File: config.mk
export PLATFORM = sky130hd
export DESIGN_NAME = pc_sequencer
export DESIGN_NICKNAME = d
export VERILOG_FILES = /design/src/rtl/rv_pkg.sv /design/src/rtl/pc_sequencer_pc_next_mux.sv /design/src/rtl/pc_sequencer.sv
export SDC_FILE = /design/constraint.sdc
export NUM_CORES = 1
export LEC_CHECK = 0
export CORE_UTILIZATION = 40
export DETAILED_ROUTE_END_ITERATION = 12
export PLACE_DENSITY = 0.83
export SLEW_MARGIN = 20
export SYNTH_ARGS = -nofsm -noshare
export SYNTH_HDL_FRONTEND = slang
export SYNTH_SLANG_ARGS = --single-unit
File: constraint.sdc
create_clock -name clk -period 2.51 [get_ports clk]
set_input_delay 0.251 -clock clk [delete_from_list [all_inputs] [get_ports clk]]
set_output_delay 0.251 -clock clk [all_outputs]
set_load 0.01 [all_outputs]
File: src/rtl/rv_pkg.sv
// Shared types and constants for the next-PC sequencing logic.
package rv_pkg;

  // Sequencer state, encoded as seen on the seq_state output.
  typedef enum logic [1:0] {
    ST_BOOT = 2'd0,
    ST_RUN  = 2'd1,
    ST_TRAP = 2'd2,
    ST_HALT = 2'd3
  } seq_state_t;

  // Next-PC source select. SEL_RST drives the reset vector (boot and reset).
  typedef enum logic [2:0] {
    SEL_SEQ  = 3'd0,
    SEL_BR   = 3'd1,
    SEL_JMP  = 3'd2,
    SEL_TRAP = 3'd3,
    SEL_EPC  = 3'd4,
    SEL_HOLD = 3'd5,
    SEL_RST  = 3'd6
  } pc_sel_t;

  localparam logic [31:0] PC_INCR = 32'd4;

  // A control-transfer target must be word aligned; bit 1 set means it is not.
  function automatic logic target_misaligned(input logic [31:0] addr);
    return addr[1];
  endfunction

endpackage

File: src/rtl/pc_sequencer_pc_next_mux.sv
// Combinational next-PC selector: maps a select code to a 32-bit address.
module pc_next_mux
  import rv_pkg::*;
#(
  parameter logic [31:0] RESET_VECTOR = 32'h0000_0000,
  parameter logic [31:0] TRAP_VECTOR  = 32'h0000_0100
) (
  input  pc_sel_t     sel,
  input  logic [31:0] pc_current,
  input  logic [31:0] branch_target,
  input  logic [31:0] jump_target,
  input  logic [31:0] epc,
  output logic [31:0] pc_next
);

  // Address selection; the sequential case wraps naturally at 2^32.
  always_comb begin
    pc_next = pc_current;
    case (sel)
      SEL_SEQ:  pc_next = pc_current + PC_INCR;
      SEL_BR:   pc_next = branch_target;
      SEL_JMP:  pc_next = jump_target;
      SEL_TRAP: pc_next = TRAP_VECTOR;
      SEL_EPC:  pc_next = epc;
      SEL_HOLD: pc_next = pc_current;
      SEL_RST:  pc_next = RESET_VECTOR;
      default:  pc_next = RESET_VECTOR;
    endcase
  end

endmodule

File: src/rtl/pc_sequencer.sv
// Next-PC controller: boot hold-off, run priority, trap/return, halt/resume.
module pc_sequencer
  import rv_pkg::*;
#(
  parameter logic [31:0] RESET_VECTOR = 32'h0000_0000,
  parameter logic [31:0] TRAP_VECTOR  = 32'h0000_0100,
  parameter int          BOOT_WAIT    = 4
) (
  input  logic        clk,
  input  logic        reset,
  input  logic [31:0] pc_current,
  input  logic        stall,
  input  logic        branch_taken,
  input  logic [31:0] branch_target,
  input  logic        jump,
  input  logic [31:0] jump_target,
  input  logic        trap_req,
  input  logic        mret,
  input  logic        halt_req,
  input  logic        resume,
  output logic [31:0] pc_next,
  output logic        fetch_valid,
  output logic [31:0] epc,
  output logic        misaligned,
  output logic [1:0]  seq_state
);

  localparam logic [3:0] BOOT_LAST = 4'(BOOT_WAIT - 1);

  seq_state_t  state_reg, state_next;
  logic [3:0]  cnt_reg, cnt_next;
  logic [31:0] epc_reg, epc_next;
  logic        mis_reg, mis_next;
  pc_sel_t     sel;
  logic [31:0] jump_clean;

  // JAL/JALR targets always have bit 0 cleared before use.
  assign jump_clean = {jump_target[31:1], 1'b0};

  // State, boot counter, saved PC and sticky misalignment flag.
  always_ff @(posedge clk) begin
    if (reset) begin
      state_reg <= ST_BOOT;
      cnt_reg   <= 4'd0;
      epc_reg   <= 32'd0;
      mis_reg   <= 1'b0;
    end else begin
      state_reg <= state_next;
      cnt_reg   <= cnt_next;
      epc_reg   <= epc_next;
      mis_reg   <= mis_next;
    end
  end

  // Next-state and select decode; RUN requests are taken in priority order.
  always_comb begin
    state_next  = state_reg;
    cnt_next    = cnt_reg;
    epc_next    = epc_reg;
    mis_next    = mis_reg;
    sel         = SEL_HOLD;
    fetch_valid = 1'b0;
    case (state_reg)
      ST_BOOT: begin
        sel = SEL_RST;
        if (cnt_reg == BOOT_LAST) begin
          state_next = ST_RUN;
          cnt_next   = 4'd0;
        end else begin
          cnt_next = cnt_reg + 4'd1;
        end
      end
      ST_RUN: begin
        fetch_valid = 1'b1;
        if (trap_req) begin
          sel        = SEL_TRAP;
          epc_next   = pc_current;
          state_next = ST_TRAP;
        end else if (mret) begin
          sel = SEL_EPC;
        end else if (halt_req) begin
          sel        = SEL_HOLD;
          state_next = ST_HALT;
        end else if (stall) begin
          sel = SEL_HOLD;
        end else if (jump) begin
          if (target_misaligned(jump_clean)) begin
            sel        = SEL_TRAP;
            epc_next   = pc_current;
            mis_next   = 1'b1;
            state_next = ST_TRAP;
          end else begin
            sel = SEL_JMP;
          end
        end else if (branch_taken) begin
          if (target_misaligned(branch_target)) begin
            sel        = SEL_TRAP;
            epc_next   = pc_current;
            mis_next   = 1'b1;
            state_next = ST_TRAP;
          end else begin
            sel = SEL_BR;
          end
        end else begin
          sel = SEL_SEQ;
        end
      end
      ST_TRAP: begin
        sel        = SEL_HOLD;
        state_next = ST_RUN;
      end
      ST_HALT: begin
        sel = SEL_HOLD;
        if (resume) begin
          state_next = ST_RUN;
        end
      end
      default: begin
        sel        = SEL_RST;
        state_next = ST_BOOT;
      end
    endcase
    // While reset is held the core sees the reset vector and no valid fetch.
    if (reset) begin
      sel         = SEL_RST;
      fetch_valid = 1'b0;
    end
  end

  pc_next_mux #(
    .RESET_VECTOR(RESET_VECTOR),
    .TRAP_VECTOR (TRAP_VECTOR)
  ) u_mux (
    .sel          (sel),
    .pc_current   (pc_current),
    .branch_target(branch_target),
    .jump_target  (jump_clean),
    .epc          (epc_reg),
    .pc_next      (pc_next)
  );

  assign epc        = epc_reg;
  assign misaligned = mis_reg;
  assign seq_state  = reset ? ST_BOOT : state_reg;

endmodule

; ---- Word level (Yosys, flattened, before mapping)
; Index checks and enable logic that the tools add are counted.
[totals]
reg_bits = 39
ramBits = 0
elab_cells = 79
output_inout_bits = 68
latch_bits = 0
inputBits = 105
memories = 0
rom_bits = 0
[classes]
multipliers = 0
muxes = 38
reduce_logical = 10
add_sub_neg = 2
n_lt_le_gt_ge = 0
n_eq_ne = 21
shift = 0
bitwise_logic = 4
div = 0
[ops]
columns = op, n
row1 = 32-bit two-way mux, 8
row2 = 32-bit case mux with 6 select lines, 1
row3 = 32-bit by 3-bit adder with 32-bit output (second input constant), 1
row4 = 2-bit two-way mux, 12
row5 = 3-bit two-way mux, 7
row6 = 5-bit != test (second input constant), 3
row7 = 7-bit AND reduction, 2
row8 = 3-bit case mux with 3 select lines, 1
row9 = 2-bit != test (second input constant), 4
row10 = 2-bit case mux with 4 select lines, 1
row11 = 8-bit AND reduction, 1
row12 = 1-bit two-way mux, 7
row13 = 3-bit by 2-bit == test with 1-bit output (second input constant), 2
row14 = 3-bit == test (second input constant), 2
row15 = 3-bit nonzero test, 2
row16 = 4-bit by 1-bit adder with 4-bit output (second input constant), 1
row17 = 2-bit == test (second input constant), 2
row18 = 4-bit by 2-bit == test with 1-bit output (second input constant), 1
row19 = 4-bit two-way mux, 1
row20 = 2-bit by 1-bit != test with 1-bit output (second input constant), 2
row21 = 4-bit != test (second input constant), 1
row22 = 1-bit NOT, 4
row23 = 2-bit nonzero test, 2
row24 = 3-bit by 1-bit == test with 1-bit output (second input constant), 1
row25 = 6 further kinds, 6

; ---- Longest topological paths before layout
[depth]
ltp_word = 11
mapped_depth = 9
depth_no_buf = 6

; ---- Hierarchy
; Synthesis repeated with hierarchy kept, for this count alone.
[unflattened]
hier_cells = 471
area_unflattened_um2 = 3667.3
[by_module_without_submodules]
columns = module, n_inst, seq_area_each_um2, cells_per_inst, area_each_um2
row1 = pc_sequencer, 1, 780.7, 192, 1853.0
row2 = pc_next_mux, 1, 0.0, 279, 1814.2

; ---- Least setup slack after synthesis
; OpenSTA, ideal clock, no wires.
[synth_timing]
kind = reg-to-output
from = register state_reg[0]
to = output pc_next[14]
n_path_buf = 1
slack_ns = 0.425
t_arrival_ns = 1.834
stages_incl_launch_ff = 8
required_time_ns = 2.259
path_cell_list = dfxtp_1 buf_2 nor3b_4 nor2b_1 nor3b_4 and2_1 a2111oi_0 nor3_1
[synth_via]
elab_chain_len = 6
[synth_lines]
columns = element, line
row1 = start: declaration, pc_sequencer.sv:30  ; seq_state_t state_reg, state_next;
row2 = start signal: assignment, pc_sequencer.sv:48  ; state_reg <= state_next;
row3 = 2-bit == test, pc_sequencer.sv:63  ; case (state_reg)
row4 = 2-bit OR reduction (no line), -
row5 = 3-bit case mux with 3 select lines (*), pc_sequencer.sv:63
row6 = 3-bit two-way mux (*), pc_sequencer.sv:124  ; if (reset) begin
row7 = "3-bit == test, or another cell as far along", pc_sequencer_pc_next_mux.sv:19  ; case (sel)
row8 = 32-bit case mux with 6 select lines (*), pc_sequencer_pc_next_mux.sv:19
row9 = end: declaration, pc_sequencer.sv:21  ; output logic [31:0] pc_next,
; Mark *: on every way between the ends. The rest lies on a longest branch, timed or not.

; ---- Final worst setup path
[layout_timing]
from = input jump_target[1]
to = output pc_next[24]
[layout_via]
elab_chain_len = 10
[layout_lines]
columns = element, line
row1 = start: declaration, pc_sequencer.sv:16  ; input logic [31:0] jump_target,
row2 = 1-bit two-way mux (*), pc_sequencer.sv:87  ; if (target_misaligned(jump_clean)) begin
row3 = 3-bit two-way mux (*), pc_sequencer.sv:86  ; end else if (jump) begin
row4 = 3-bit two-way mux (*), pc_sequencer.sv:84  ; end else if (stall) begin
row5 = 3-bit two-way mux (*), pc_sequencer.sv:81  ; end else if (halt_req) begin
row6 = 3-bit two-way mux (*), pc_sequencer.sv:79  ; end else if (mret) begin
row7 = 3-bit two-way mux (*), pc_sequencer.sv:75  ; if (trap_req) begin
row8 = 3-bit case mux with 3 select lines (*), pc_sequencer.sv:63
row9 = 3-bit two-way mux (*), pc_sequencer.sv:124
row10 = "3-bit == test, or another cell as far along", pc_sequencer_pc_next_mux.sv:19
row11 = 32-bit case mux with 6 select lines (*), pc_sequencer_pc_next_mux.sv:19
; Marks and branches as above.

==> impl_metrics.py <==
metrics = {
    "grt": {
        "grt_usage_pct": 35.8,
        "overflow": 0,
        "grt_antenna_before_repair": 0,
        "grt_pass1_wl_mm": 23.6,
        "grt_pass1_vias": 4717,
        "grt_max_degree": 22,
    },
    "finish": {
        "final_nets": 813,
        "antenna_cells": 0,
        "fillers": 502,
        "largest_reg_flops": 32,
        "multiInputGateArea_sq_mm": 0.00233,
        "area_delta_synth_final_pct": 90.0,
        "drive_gt1_share_pct": 26.9,
        "regArea_sq_um": 785,
    },
    "timing": {
        "worst_slack_ns": -0.00713,
        "setup_viol": 3,
        "worst_hold_slack_ns": 0.384,
        "rsz0062_at_grt": "true",
        "worst_pin_slew_ns": 0.460,
        "slew_viol_final": 0,
        "finalHoldViolCount": 0,
        "min_period_ns": 2.52,
        "timing.slew.headroom_pct": 69.0,
        "skew_ns": 0.00647,
        "period_share_pct": 100,
        "clock.fmax_mhz": 397,
    },
    "logic_synthesis": {
        "synth_seq_cells": 39,
        "synth_top_area_share_pct": 25.0,
        "synthMuxAreaShare_pct": 0,
        "ys_seq_area_share_pct": 25.0,
        "ys.flop_type": "dfxtp_1",
        "synth_edf_count": 0,
        "ys_warn_count": 0,
        "synth_cells": 439,
        "async_flop_share_pct": 0,
        "yosysUniqueCellTypes": 58,
        "synth_adder_area_share_pct": 0.800,
        "synth_top_family_by_area": "compound AO/OA/AOI/OAI gates",
        "yosysTopAreaCell": "dfxtp_1",
        "synth_xor_area_share_pct": 5.04,
        "syn_area_per_cell_sq_um": 7.12,
        "synthSimpleGateAreaFrac_pct": 28.7,
        "synthTopCellsByArea": "dfxtp_1 25%, nand2_1 12%, a21oi_1 8.5%, a22oi_1 4.1%, o21ai_0 3.7%",
        "synth_compound_area_share_pct": 34.8,
        "synth_nets": 546,
        "syn_area_sq_mm": 0.00313,
    },
    "worst_hold_path": {
        "hold_path_class": "input pin to register",
        "hp-start": "pc_current[9]",
    },
    "critical_path": {
        "startpoint_type": "input pin",
        "cp-end-kind": "output port",
        "rrSetupSlack_ns": 1.09,
        "cp.required_ns": 2.26,
        "critPathLaunch": "jump_target[1]",
        "crit_fanout": 4,
        "cp-endpoint": "pc_next[24]",
        "rr_endpoint": "epc[11]$_SDFFE_PP0P_",
        "r2r_cells": 5,
        "reg2reg_from": "state_reg[0]$_SDFFE_PP0P_",
        "critPathKind": "input pin to output port",
        "worstPathArrival_ns": 2.27,
    },
    "clocking": {
        "cts_buffers": 5,
        "numClockSinks": 39,
        "holdBufCountCts": 0,
        "htreeDepth": 2,
        "cts_tree": "yes",
        "clock_tree.root_cell": "clkbuf_8",
        "clk_latency_ns": 0.31,
        "clkTransAtPathRegs_ns": 0.08,
        "clock_tree.buffer_depth": 2,
    },
    "outcome": {
        "failed_checks": "negative setup slack",
        "status": "complete, but fails checks",
    },
    "floorplanning": {
        "start_util_pct": 42.2,
        "die_h_microns": 90.4,
        "core_sq_mm": 0.00741,
        "die_area_sq_mm": 0.00817,
        "pin_count": 173,
        "dieWidth_microns": 90.4,
        "rows": 31,
    },
    "routing": {
        "antenna_left": 0,
        "drtIter0Drc": 613,
        "vias_per_cell": 6.26,
        "dr.pass1.iters": 8,
        "routed_wl_mm": 16.0,
        "vias": 5042,
        "drc": 0,
        "routedWlPerCell_microns": 19.8,
    },
    "pwr": {
        "power_uw": 2260,
        "power_density_mw_per_mm2": 381,
        "p_leak_uw": 0.00243,
        "peakVddDrop_uv": 227,
    },
    "place": {
        "port_buffers": 171,
        "globalplace.congestion": 0.907,
        "hpwlAfterDp_mm": 10.9,
    },
    "flow_run": {
        "max-cap-violations": 0,
    },
}
==> stage by stage <==
stage                     util, %  instance area (sq um)  setup slack [ns]  cells  TNS, ns
after floorplan                 -                   3130             0.425    439        0
after global placement       75.5                   5590            -0.682    775   -15.05
after detailed placement     75.5                   5590            -0.670    775   -15.62
after CTS                    78.4                   5810           0.00128    797        0
after global routing         80.2                   5940            -0.105    806   -0.495
final                        80.2                   5940          -0.00713    806  -0.0148
==> metal layers <==
layer  up-vias  wire length [microns]  GRT usage [%]  share of wire [%]
met5         -                      0              0                  0
li1       2169                      -              -                  -
met4         0                    733           15.9                4.6
met2       419                   7770           62.7                 49
met3        94                   1720           5.47                 11
met1      2360                   5730           43.0                 36
==> cell usage after synthesis, drive strengths merged (3+ instances only) <==
library cell and n:
dfxtp 39, nand4 7, o221ai 3, clkbuf 20, o21ai 30, and2 8
xnor2 6, o211ai 4, inv 3, buf 16, a222oi 9, a32o 3
nor2 17, nand2b 4, o311ai 4, and3 9, a221o 8, a22o 13
a22oi 17, nor2b 3, nand3 17, nand2 96, and4 4, nor3b 4
a21oi 54, xor2 12, nor3 5
==> cell families after synthesis <==
kind of cell / after synthesis
DFF: 39
adders and majority gates: 2
and+or+nand+nor: 181
xor gates and xnor gates: 18
AOI/OAI and AO/OA: 160
buffers and inverters: 39
==> worst min-delay path by stage <==
| stage | end | cells after the start | slack [ns] |
|---|---|---|---|
| floorplan | state_reg[1]$_SDFFE_PP0P_ | 1 | 0.35 |
| detailed placement | epc[28]$_SDFFE_PP0P_ | 2 | 0.47 |
| global placement | epc[2]$_SDFFE_PP0P_ | 2 | 0.46 |
| finish | epc[9]$_SDFFE_PP0P_ | 4 | 0.38 |
| global route | epc[8]$_SDFFE_PP0P_ | 4 | 0.40 |
| CTS | epc[9]$_SDFFE_PP0P_ | 3 | 0.39 |
==> critical path: stages <==
cell             delay, ns
clkdlybuf4s50_1       0.52
nand2_2               0.10
a31oi_4               0.24
buf_6                 0.13
nor3b_4               0.05
buf_6                 0.13
a22o_1                0.23
a222oi_1              0.31
nand3_1               0.14
buf_2                 0.16
==> power breakdown <==
part           switching, uW  leakage (uW)  total (uW)  internal, uW
registers               50.7      0.000316         730           679
clock network            255     0.0000412         450           195
logic                    527       0.00207        1080           556
total                    833       0.00243        2260          1430
==> placed cells by master, fill, tap and decap left out, types with 8 or more instances in the layout <==
cell,instances
clkdlybuf4s50_1,125
buf_4,113
nand2_1,94
a21oi_1,51
dfxtp_1,38
dlygate4sd2_1,20
nand3_1,17
o21ai_0,16
a22oi_1,16
nor2_1,15
a22o_1,13
o21ai_1,12
xor2_1,12
buf_2,12
a222oi_1,9
a221o_1,8
buf_6,8
==> final cells by class <==
type                            count  area share [%]
Multi-Input combinational cell    362            39.3
Clock inverter                      2           0.211
Inverter                            3           0.232
Tap cell                           99            2.08
Clock buffer                        6            1.22
Timing Repair Buffer              295            43.8
Sequential cell                    39            13.2
==> repair_timing <==
item,CTS,global route
pin swaps,13,17
endpoints found under the setup margin,32,28
cloned,1,0
gates resized for setup,114,45
setup buffers,13,9
No activity file was read; power rests on OpenSTA's default activity.
